<file path="config.mk">
export PLATFORM = sky130hd
export DESIGN_NAME = pe_psum_collector
export DESIGN_NICKNAME = d
export VERILOG_FILES = /design/src/rtl/pe_psum_collector.sv
export SDC_FILE = /design/constraint.sdc
export NUM_CORES = 1
export LEC_CHECK = 0
export ABC_AREA = 1
export BUFFER_PORTS_ARGS = -buffer_cell sky130_fd_sc_hd__buf_2
export CAP_MARGIN = 40
export CORE_UTILIZATION = 54
export CTS_BUF_LIST = sky130_fd_sc_hd__clkbuf_8
export DETAILED_ROUTE_END_ITERATION = 10
export GPL_TIMING_DRIVEN = 1
export HOLD_SLACK_MARGIN = 0.02
export PLACE_DENSITY = 0.73
export REMOVE_ABC_BUFFERS = 1
export SETUP_SLACK_MARGIN = 0.2
export SLEW_MARGIN = 20
export SYNTH_ARGS = -nofsm -noshare
export SYNTH_HDL_FRONTEND = slang
export SYNTH_SLANG_ARGS = --single-unit
</file>
<file path="constraint.sdc">
create_clock -name clk -period 3.1 [get_ports clk]
set_input_delay 0.155 -clock clk [delete_from_list [all_inputs] [get_ports clk]]
set_output_delay 0.155 -clock clk [all_outputs]
set_load 0.01 [all_outputs]
</file>
<file path="src/rtl/pe_psum_collector.sv">
// pe_psum_collector: groups ROWS partial sums into one pixel, applies ReLU/shift/saturate,
// and buffers the results in a small FIFO with a valid/ready output.
module pe_psum_collector #(
   parameter int PSUM_W = 14,
   parameter int ACC_W  = 18,
   parameter int ROWS   = 3,
   parameter int SHIFT  = 4,
   parameter int OUT_W  = 8,
   parameter int DEPTH  = 4
) (
   input  logic              clk,
   input  logic              rst_n,
   input  logic              en,
   input  logic              clear,
   input  logic              psum_valid,
   input  logic [PSUM_W-1:0] Psum_in,
   output logic              out_valid,
   input  logic              out_ready,
   output logic [OUT_W-1:0]  out_data,
   output logic              out_sat,
   output logic              fifo_full,
   output logic              ovf
);
   localparam int CW = ROWS > 1 ? $clog2(ROWS) : 1;
   localparam int AW = $clog2(DEPTH);
   localparam logic [ACC_W-1:0] MAXV = ACC_W'((1 << OUT_W) - 1);

   logic [CW-1:0]           r_cnt;
   logic signed [ACC_W-1:0] r_acc;
   logic [AW:0]             r_occ;
   logic [AW-1:0]           r_wr, r_rd;
   logic [OUT_W:0]          r_mem [DEPTH];

   logic signed [ACC_W-1:0] w_sext, w_sum, w_q;
   logic                    w_accept, w_last, w_done, w_full, w_pop, w_push, w_drop, w_sat;
   logic [OUT_W-1:0]        w_data;

   assign w_accept = en & psum_valid & ~clear;
   assign w_last   = r_cnt == CW'(ROWS - 1);
   assign w_done   = w_accept & w_last;
   assign w_sext   = {{(ACC_W-PSUM_W){Psum_in[PSUM_W-1]}}, Psum_in};
   assign w_sum    = (r_cnt == '0) ? w_sext : r_acc + w_sext;
   assign w_q      = w_sum >>> SHIFT;
   assign w_sat    = ~w_sum[ACC_W-1] & ($unsigned(w_q) > MAXV);
   assign w_data   = w_sum[ACC_W-1] ? '0 : w_sat ? '1 : w_q[OUT_W-1:0];

   assign w_full    = r_occ == (AW+1)'(DEPTH);
   assign fifo_full = w_full;
   assign out_valid = r_occ != '0;
   assign {out_data, out_sat} = out_valid ? r_mem[r_rd] : '0;
   assign w_pop  = out_valid & out_ready & ~clear;
   // a full FIFO still accepts a pixel when the head leaves in the same cycle
   assign w_push = w_done & (~w_full | w_pop);
   assign w_drop = w_done & w_full & ~w_pop;

   always_ff @(posedge clk or negedge rst_n) begin
      if (!rst_n) begin
         r_cnt <= '0;
         r_acc <= '0;
         r_occ <= '0;
         r_wr  <= '0;
         r_rd  <= '0;
         ovf   <= 1'b0;
      end else if (clear) begin
         r_cnt <= '0;
         r_acc <= '0;
         r_occ <= '0;
         r_wr  <= '0;
         r_rd  <= '0;
         ovf   <= 1'b0;
      end else begin
         if (w_accept) begin
            r_acc <= w_sum;
            r_cnt <= w_last ? '0 : r_cnt + CW'(1);
         end
         if (w_push) r_wr <= r_wr + AW'(1);
         if (w_pop) r_rd <= r_rd + AW'(1);
         r_occ <= r_occ + (AW+1)'(w_push) - (AW+1)'(w_pop);
         if (w_drop) ovf <= 1'b1;
      end
   end

   always_ff @(posedge clk) begin
      if (w_push) r_mem[r_wr] <= {w_data, w_sat};
   end
endmodule

</file>
==> results.json, run 1 <==
{
  "numCtsBuffers": 9,
  "h-tree-depth": 3,
  "syn_area_per_cell_um2": 7.868,
  "groute.usage.overall_pct": 25.41,
  "hold_viol": 0,
  "cp_top_family": "buffers and inverters",
  "vias": 3296,
  "finalNetCount": 590,
  "p_leak_uw": 0.002234,
  "synthMuxAreaShare_pct": 0.2514,
  "max_cap_viol_count": 0,
  "dieArea_mm2": 0.007720,
  "timing.final.crit_share_pct": 82.77,
  "num_rows": 30,
  "yosysMostFrequentCell": "nand2_1",
  "grt_max_degree": 29,
  "grt-ovfl-total": 0,
  "drcViolationCount": 0,
  "io_pins": 32,
  "via_per_inst": 5.094,
  "crit_slowest_cell": "dlygate4sd3_1",
  "synth-main-ff-cell": "edfxtp_1",
  "ys_ff_latch": 64,
  "path_cells": "dlygate4sd3_1 -> buf_2 -> nor2_1 -> buf_4 -> inv_1 -> nor3_1 -> or2_2 -> nand2_1 -> ha_1 -> fa_1 -> o21ai_0 -> a21oi_1",
  "path_max_fanout": 11,
  "cts_tree": "yes",
  "cp_slowest_stage_delay_ps": 530,
  "fmax_ghz": 0.3898,
  "slew_violations": 0,
  "cp_data_required_time_ps": 3320,
  "grt_setup_unrepaired": "false",
  "drt_iter0_markers": 213,
  "core_area_mm2": 0.006944,
  "syn2layout_area_growth_pct": 13.07,
  "fin_ws_ps": 534.3,
  "grt_antenna_before_repair": 0,
  "synth_fa_ha_area_share_pct": 7.920,
  "drt_wl_total_um": 8731,
  "start_util_pct": 57.33,
  "status": "finished clean",
  "synthArstFlopShare_pct": 43.75,
  "die_h_um": 87.87,
  "crit_type": "input port to register",
  "yosys-top-cells-area": "edfxtp_1 (27%), dfrtp_1 (18%), nand2_1 (12%), ha_1 (6.9%), inv_1 (6.8%)",
  "cp_num_buf_inv": 4,
  "whs_ps": 131.0,
  "pre_cts_ws_ps": 661.2,
  "synth_common_cells": "nand2_1 (132), inv_1 (72), nor2_1 (63)",
  "finalSetupViolations": 0,
  "arrival_ps": 2790,
  "yosys.area_share.simple_pct": 25.86,
  "ir_worst_vdd_v": 0.0002488,
  "cts_sinks": 64,
  "drtPass1Iterations": 5,
  "utilization_pct": 64.83,
  "hp-class": "input port to register",
  "grt_pass1_vias": 3139,
  "final.setup_skew_ps": 8.222,
  "synth_edf_count": 36,
  "p_per_area_mw_per_mm2": 537.8,
  "drtAntennaViolNets": 0,
  "clockBufferDepth": 2,
  "tns_ps": 0,
  "yosysTopAreaCellShare_pct": 27.15,
  "seq_area_frac_synth_pct": 44.75,
  "report.power.total_uw": 2421,
  "synth_top_family_by_area": "simple AND/OR/NAND/NOR gates",
  "die_x_um": 87.87,
  "clk_pin_slew_ps": 80,
  "timing.final.crit_period_ps": 2566,
  "yosysWarnings": 0,
  "yosysTopAreaCell": "edfxtp_1",
  "syn-cell-area_mm2": 0.003981,
  "tightest_slew_ps": 694.4,
  "grt_pass1_wl_um": 14700,
  "drive_gt1_share_pct": 13.07,
  "clk_latency_ps": 340,
  "hpwl_um": 6273,
  "diodes": 0,
  "cts-root-buf": "clkbuf_8",
  "endpoint_kind": "register",
  "cts_setup_buffers": 0,
  "gp_congestion": 0.8949,
  "maxSlewHeadroom_pct": 53.71,
  "postSynthCellCount": 506,
  "ys_types": 35,
  "synth-xor-area-share_pct": 1.540,
  "synth-compound-area-share_pct": 11.50,
  "critPathLaunchType": "input port",
  "io_buffers": 31,
  "wl_per_cell_um": 13.49,
  "cts_resized": 0
}
[power breakdown]
part	switching (uW)	internal, uW
clock network	343	454
registers	52.0	944
logic	403	226
total	797	1620
[per-layer routing]
layer	global-route usage (%)	vias to the layer above	share of wire (%)
met5	0	-	0
met4	10.88	0	1.5
met3	2.922	10	3.3
met2	42.28	61	48
met1	33.72	1512	47
li1	-	1713	-
[logic make-up (layout without fill, tap and decap cells)]
kind of cell    Yosys count  after routing
mux                       1              1
buf+inv                  86            131
flops                    64             64
simple gates            243            243
fa+ha+maj                24             24
xor+xnor                  7              7
compound gates           81             81
[registers in the layout (all words and copies together), names as in the netlist]
signal / cells
r_wr: 2
r_occ: 3
r_mem: 36
ovf: 1
r_cnt: 2
r_rd: 2
r_acc: 18
[repair_timing]
action                     4_1_cts  5_1_grt
hold endpoints to repair        30        0
setup endpoints to repair        0        0
hold buffers                     2        0
[through the flow]
stage	std cells	area (um^2)
floorplan	496	3943
global placement	625	4233
detailed placement	627	4248
CTS	645	4487
global route	647	4502
finish	647	4502
[area by class of cell]
| class | instances | area [um^2] |
|---|---|---|
| Fill cell | 601 | 2442 |
| Multi-Input combinational cell | 356 | 1874 |
| Sequential cell | 64 | 1782 |
| Inverter | 76 | 286.5 |
| Timing Repair Buffer | 39 | 220.2 |
| Clock buffer | 9 | 123.9 |
| Tap cell | 96 | 120.1 |
| Clock inverter | 7 | 95.09 |
[final timing paths]
path                       startpoint           to  slack (ps)  cells after the start
max reg2reg                  r_acc[0]  r_mem[1][4]         640                     14
max in group asynchronous       rst_n    r_acc[16]        2250                      2
max                             clear     r_occ[2]         530                     12
min in group asynchronous       rst_n          ovf         400                      2
min reg2reg                       ovf          ovf         490                      1
min                        psum_valid     r_cnt[1]         130                      4
[worst reg2reg max path: cells and delay by family (launching register included)]
| kind | cells | cell delay [ps] |
|---|---|---|
| adders and majority gates | 2 | 580 |
| buffers and inverters | 1 | 70 |
| DFF | 1 | 380 |
| and+or+nand+nor | 11 | 1180 |
[cells in the final DEF (no fill, tap or decap), types with 2 or more instances in the layout]
cell type,n
nand2_1,132
nand3_1,17
clkbuf_8,9
a22o_1,2
nand4_1,9
nor2_2,2
and2_1,2
buf_4,6
o21ai_0,45
xnor2_1,4
clkinv_1,2
xor2_1,3
o21bai_1,2
buf_2,31
dlygate4sd3_1,2
edfxtp_1,36
a21oi_1,25
a32o_1,3
dfrtp_1,28
nor2_1,63
bufinv_16,2
inv_1,72
nor2_4,2
fa_1,2
ha_1,22
or2_2,5
clkinv_2,3
nand2_2,4
nor3_1,4
(Power assumes the default switching activity.)
==> run 2, diff against run 1 <==
- ABC_AREA: 1 -> 0
- clock period: 3.1 -> 2.4 ns (I/O delays scaled with it)
==> run 2 against run 1 <==
The flow now finishes with violations (setup timing); critical path depth is 1 lower; routed wire length is 3.1% higher; area after synthesis is 6.2% lower; synthesized cell count is 31% lower; critical path type is now register to register; utilization is 12 points higher; highest routed layer unchanged; sequential power is 29% higher; sequential share of layout area is 3.7 points lower; largest cell class unchanged; sequential cell count stayed put; power is 37% higher.
==> results.json, run 2 <==
{
  "layout_common_cells": "buf_4 (56), nand2_1 (36), edfxtp_1 (36)",
  "clk_latency_ps": 350,
  "fillers": 424,
  "grt_max_degree": 29,
  "hp-class": "input port to register",
  "synth-xor-area-share_pct": 4.690,
  "routed.top_layer": "met4",
  "reg.largest.list": "r_mem x36, r_acc x18, r_occ x3",
  "crit_type": "register to register",
  "final_common_cell": "buf_4",
  "max_cap_viol_count": 0,
  "r2r-end": "r_mem[1][5]",
  "grt_pass1_vias": 3014,
  "yosysWarnings": 0,
  "multi_input_area_mm2": 0.002197,
  "tightest_slew_ps": 679.5,
  "via_per_inst": 5.810,
  "instances_no_fill": 520,
  "largest_reg_flops": 36,
  "timing.final.crit_share_pct": 120.5,
  "cp_data_required_time_ps": 2480,
  "utilization_pct": 76.54,
  "seq_area_frac_synth_pct": 47.71,
  "placed_cells": 485,
  "met2_length_um": 4777,
  "tns_ps": -17470,
  "yosys.area_share.simple_pct": 14.34,
  "postSynthCellCount": 348,
  "wl_met1_um": 3679,
  "violations": "setup timing",
  "yosys-top-cells-area": "edfxtp_1 (29%), dfrtp_1 (19%), ha_1 (7.4%), mux4_2 (5.4%), a21oi_1 (4.2%)",
  "r2r_cells": 11,
  "syn-cell-area_mm2": 0.003735,
  "syn_area_per_cell_um2": 10.73,
  "maxSlewHeadroom_pct": 54.70,
  "synth_common_cells": "nand2_1 (40), edfxtp_1 (36), a21oi_1 (31)",
  "diodes": 0,
  "hold_viol": 0,
  "p_leak_uw": 0.002081,
  "ys_types": 50,
  "clockBufferDepth": 2,
  "synth-main-ff-cell": "edfxtp_1",
  "die_h_um": 85.17,
  "numCtsBuffers": 9,
  "fmax_ghz": 0.3458,
  "gp_congestion": 0.8606,
  "reg2reg_from": "r_acc[0]",
  "grt_pass1_wl_um": 14340,
  "drt_iter0_markers": 151,
  "start_util_pct": 57.50,
  "cts_tree": "yes",
  "slew_violations": 0,
  "dieArea_mm2": 0.007253,
  "finalSetupViolations": 39,
  "synthMuxAreaShare_pct": 7.035,
  "drcViolationCount": 0,
  "yosysTopAreaCell": "edfxtp_1",
  "path_max_fanout": 5,
  "report.power.total_uw": 3307,
  "grt_setup_unrepaired": "true",
  "finalNetCount": 482,
  "fin_ws_ps": -491.7,
  "ir_worst_vdd_v": 0.0002894,
  "yosysTopAreaCellShare_pct": 28.94,
  "synth_edf_count": 36,
  "drtAntennaViolNets": 0,
  "h-tree-depth": 3,
  "syn2layout_area_growth_pct": 33.10,
  "arrival_ps": 2980,
  "drt_wl_total_um": 9005,
  "cts_sinks": 64,
  "wl_met3_um": 321,
  "drive_gt1_share_pct": 39.73,
  "grt_antenna_before_repair": 0,
  "rrSetupSlack_ps": -490,
  "die_x_um": 85.17,
  "synthArstFlopShare_pct": 43.75,
  "io_pins": 32,
  "core_area_mm2": 0.006495,
  "io_buffers": 31,
  "wl_per_cell_um": 17.32,
  "startpoint": "r_acc[0]",
  "top_register": "r_mem",
  "synth_top_family_by_area": "compound AO/OA/AOI/OAI gates",
  "groute.usage.overall_pct": 25.99,
  "endpoint_kind": "register",
  "synth-compound-area-share_pct": 15.28,
  "drtPass1Iterations": 4,
  "hp-start": "Psum_in[0]",
  "num_rows": 29,
  "seqCellArea_mm2": 0.001782,
  "status": "finished, violations left",
  "final.setup_skew_ps": 10.44,
  "synth_fa_ha_area_share_pct": 8.442,
  "grt-ovfl-total": 0,
  "hpwl_um": 5764,
  "p_per_area_mw_per_mm2": 665.3,
  "vias": 3021,
  "cp-endpoint": "r_mem[1][5]",
  "timing.final.crit_period_ps": 2892,
  "yosysMostFrequentCell": "nand2_1",
  "cts-root-buf": "clkbuf_8",
  "clk_pin_slew_ps": 80,
  "ys_ff_latch": 64,
  "critPathLaunchType": "register"
}
## run 2: cell types whose count changed in the layout (fill, tap and decap cells not counted), sizes merged, moves of 14 or more
cell	change
inv	-65
buf	+56
nor2	-48
o21ai	-15
nand2	-96
and2	+14
## run 2: what timing repair did
item	in CTS	in global routing
endpoints found under the hold margin	28	0
cloned	1	0
setup buffers	7	10
pin swaps	15	24
endpoints found under the setup margin	46	50
gates resized for setup	47	29
hold buffers	1	0
## run 2: metrics by stage
step | hold slack, ps | area (um^2) | setup WS (ps)
after CTS | 84.89 | 4760 | -432.1
after global placement | 187.5 | 4265 | -519.1
after global routing | 110.0 | 4971 | -594.9
after floorplan | -175.6 | 3671 | -482.8
final | 101.7 | 4971 | -491.7
after detailed placement | 193.2 | 4265 | -682.1
## run 2: worst min-delay path by stage
stage / endpoint / slack, ps / depth (start not counted)
after global routing: r_acc[0] / 110 / 3
after CTS: r_acc[0] / 80 / 3
after detailed placement: r_occ[2] / 190 / 1
after global placement: r_occ[2] / 190 / 1
final: r_acc[0] / 100 / 3
after floorplan: ovf / -180 / 0
## run 2: per-layer routing
| layer | track usage (%) | up-vias |
|---|---|---|
| met4 | 10.17 | 0 |
| li1 | - | 1452 |
| met2 | 46.48 | 88 |
| met3 | 4.572 | 26 |
| met5 | 0 | - |
| met1 | 31.18 | 1455 |
## run 2: area by class of cell
cell class              count  share of cell area (%)
clock inverters             7                   1.284
inverters                   8                  0.6041
well taps                  77                   1.938
clock buffers               9                   2.492
multi-input cells         261                   44.20
repair buffers             94                   13.64
flip-flops and latches     64                   35.84
## run 2: power breakdown
group	internal [uW]	leakage [uW]	switching, uW
clock network	470	0.0000978	438
registers	1230	0.000706	50.7
logic	566	0.00128	555
## run 2: cells by family after synthesis
logic type,count (synthesis)
AOI/OAI and AO/OA,93
xor gates and xnor gates,20
adders and majority gates,24
DFF,64
and+or+nand+nor,109
muxes,15
buffers and inverters,23
## run 2: critical path, cell delays in order (launching register included)
cell and delay, ps:
dfrtp_1 390, ha_2 190, fa_2 350, a21oi_2 140
o211ai_1 150, a311o_1 350, a21oi_2 220, xor2_1 160
a21oi_1 90, and4bb_4 380, buf_12 140, a21oi_2 80
==> run 3, diff against run 2 <==
- ABC_AREA: 0 -> 1
- CTS_BUF_LIST: sky130_fd_sc_hd__clkbuf_8 -> default
- GPL_TIMING_DRIVEN: 1 -> 0
==> run 3 against run 2 <==
The run now ends clean; clock-buffer cell count is 1 higher; largest cell class unchanged; largest power group unchanged; routed wire length is 5.4% higher; utilization shrank 4.9 points; non-clock buffer count shrank 44; fmax is 25% higher; clock skew shrank 1.1 ps; sequential share of layout area is 0.083 points higher.
==> results.json, run 3 (synthesis results as in run 1) <==
{
  "timing.final.crit_period_ps": 2318,
  "holdPathEnd": "r_cnt[1]",
  "placed_cells": 625,
  "finalSetupViolations": 0,
  "hold_viol": 0,
  "timing.final.crit_share_pct": 96.57,
  "drt_wl_total_um": 9487,
  "cts_tree": "yes",
  "layout_common_cells": "nand2_1 (116), inv_1 (63), nor2_1 (58)",
  "largest_reg_flops": 36,
  "fmax_ghz": 0.4315,
  "hp-class": "input port to register",
  "drtPass1Iterations": 5,
  "groute.usage.overall_pct": 25.63,
  "tightest_slew_ps": 690.8,
  "reg.largest.list": "r_mem x36, r_acc x18, r_occ x3",
  "ir_worst_vdd_v": 0.0003378,
  "grt_pass1_vias": 3207,
  "grt-ovfl-total": 0,
  "r2r-end": "r_mem[1][3]",
  "maxSlewHeadroom_pct": 53.95,
  "cts_sinks": 64,
  "grt_antenna_before_repair": 0,
  "io_pins": 32,
  "hp-start": "psum_valid",
  "startpoint": "r_acc[0]",
  "die_x_um": 87.87,
  "drcViolationCount": 0,
  "r2r_cells": 13,
  "finish.instance_area_mm2": 0.004974,
  "wl_per_cell_um": 14.35,
  "final_common_cell": "nand2_1",
  "dieArea_mm2": 0.007720,
  "num_rows": 30,
  "p_leak_uw": 0.002350,
  "max_cap_viol_count": 0,
  "endpoint_kind": "register",
  "h-tree-depth": 3,
  "final.setup_skew_ps": 9.335,
  "cts-root-buf": "clkbuf_8",
  "hold_depth": 4,
  "instances_no_fill": 661,
  "grt_max_degree": 29,
  "core_area_mm2": 0.006944,
  "top_register": "r_mem",
  "drt_iter0_markers": 176,
  "numCtsBuffers": 9,
  "grt_pass1_wl_um": 14950,
  "reg2reg_from": "r_acc[0]",
  "status": "finished clean",
  "hpwl_um": 6104,
  "syn2layout_area_growth_pct": 24.92,
  "p_per_area_mw_per_mm2": 681.4,
  "fin_ws_ps": 82.37,
  "clk_latency_ps": 340,
  "grt_setup_unrepaired": "true",
  "arrival_ps": 2410,
  "via_per_inst": 5.238,
  "clockBufferDepth": 2,
  "path_max_fanout": 4,
  "gp_congestion": 0.8910,
  "pre_cts_ws_ps": -154.7,
  "finalNetCount": 604,
  "die_h_um": 87.87,
  "diodes": 0,
  "start_util_pct": 57.33,
  "critPathLaunchType": "register",
  "rrSetupSlack_ps": 80,
  "clk_pin_slew_ps": 70,
  "cp_data_required_time_ps": 2490,
  "vias": 3462,
  "drtAntennaViolNets": 0,
  "fillers": 529,
  "placed_area_mm2": 0.004233,
  "crit_type": "register to register",
  "io_buffers": 31,
  "drive_gt1_share_pct": 26.37,
  "slew_violations": 0,
  "report.power.total_uw": 3389
}
[run 3: how the worst max path moves through the flow]
stage / end / slack [ps] / cells after the start
floorplan: r_occ[2] / 110 / 14
global placement: r_mem[0][7] / -580 / 6
detailed placement: r_occ[2] / -150 / 14
CTS: r_occ[2] / 130 / 14
global route: r_mem[3][4] / -20 / 14
finish: r_mem[1][3] / 80 / 13
[run 3: per-layer routing]
metal | global-route usage [%] | routed length [um] | vias to the layer above
li1 | - | - | 1746
met1 | 33.35 | 4172 | 1628
met2 | 43.62 | 4813 | 76
met3 | 3.864 | 347 | 12
met4 | 9.240 | 154 | 0
met5 | 0 | 0 | -
[run 3: what timing repair did]
action	4_1_cts	5_1_grt
pin swaps	14	26
hold endpoints to repair	30	0
setup buffers	2	12
cloned	2	1
hold buffers	2	0
gates resized for setup	38	45
endpoints found under the setup margin	38	47
[run 3: power by group]
part / switching (uW) / total [uW] / internal, uW
combinational: 595 / 985 / 390
clock: 422 / 1110 / 687
sequential: 70.8 / 1290 / 1220
[run 3: final cells by class]
cell class | count | area [um^2] | share of cell area, %
sequential | 64 | 1787 | 35.92
multi-input combinational | 359 | 2237 | 44.98
tap | 96 | 120.1 | 2.415
clock buffer | 10 | 127.6 | 2.566
clock inverter | 6 | 107.6 | 2.164
timing repair buffer | 50 | 302.8 | 6.088
inverter | 76 | 291.5 | 5.862
[run 3: stage by stage]
step                setup TNS, ps  hold WS, ps  utilization [%]
floorplan                       0       -175.6                -
global placement           -21190        194.4            60.74
detailed placement          -2246        195.2            60.96
CTS                             0        72.18            67.95
global route               -118.5        125.8            71.62
finish                          0        100.4            71.62
[run 3: worst max-delay path, cell delays in order (launching register included)]
cell	delay [ps]
dfrtp_1	420
ha_4	190
fa_2	390
nand2_4	110
nand2_2	60
nand3_2	100
nand2_4	80
buf_4	140
xnor2_1	120
nand2_1	60
o21ai_0	120
nand4_1	130
nand2_1	100
inv_2	50
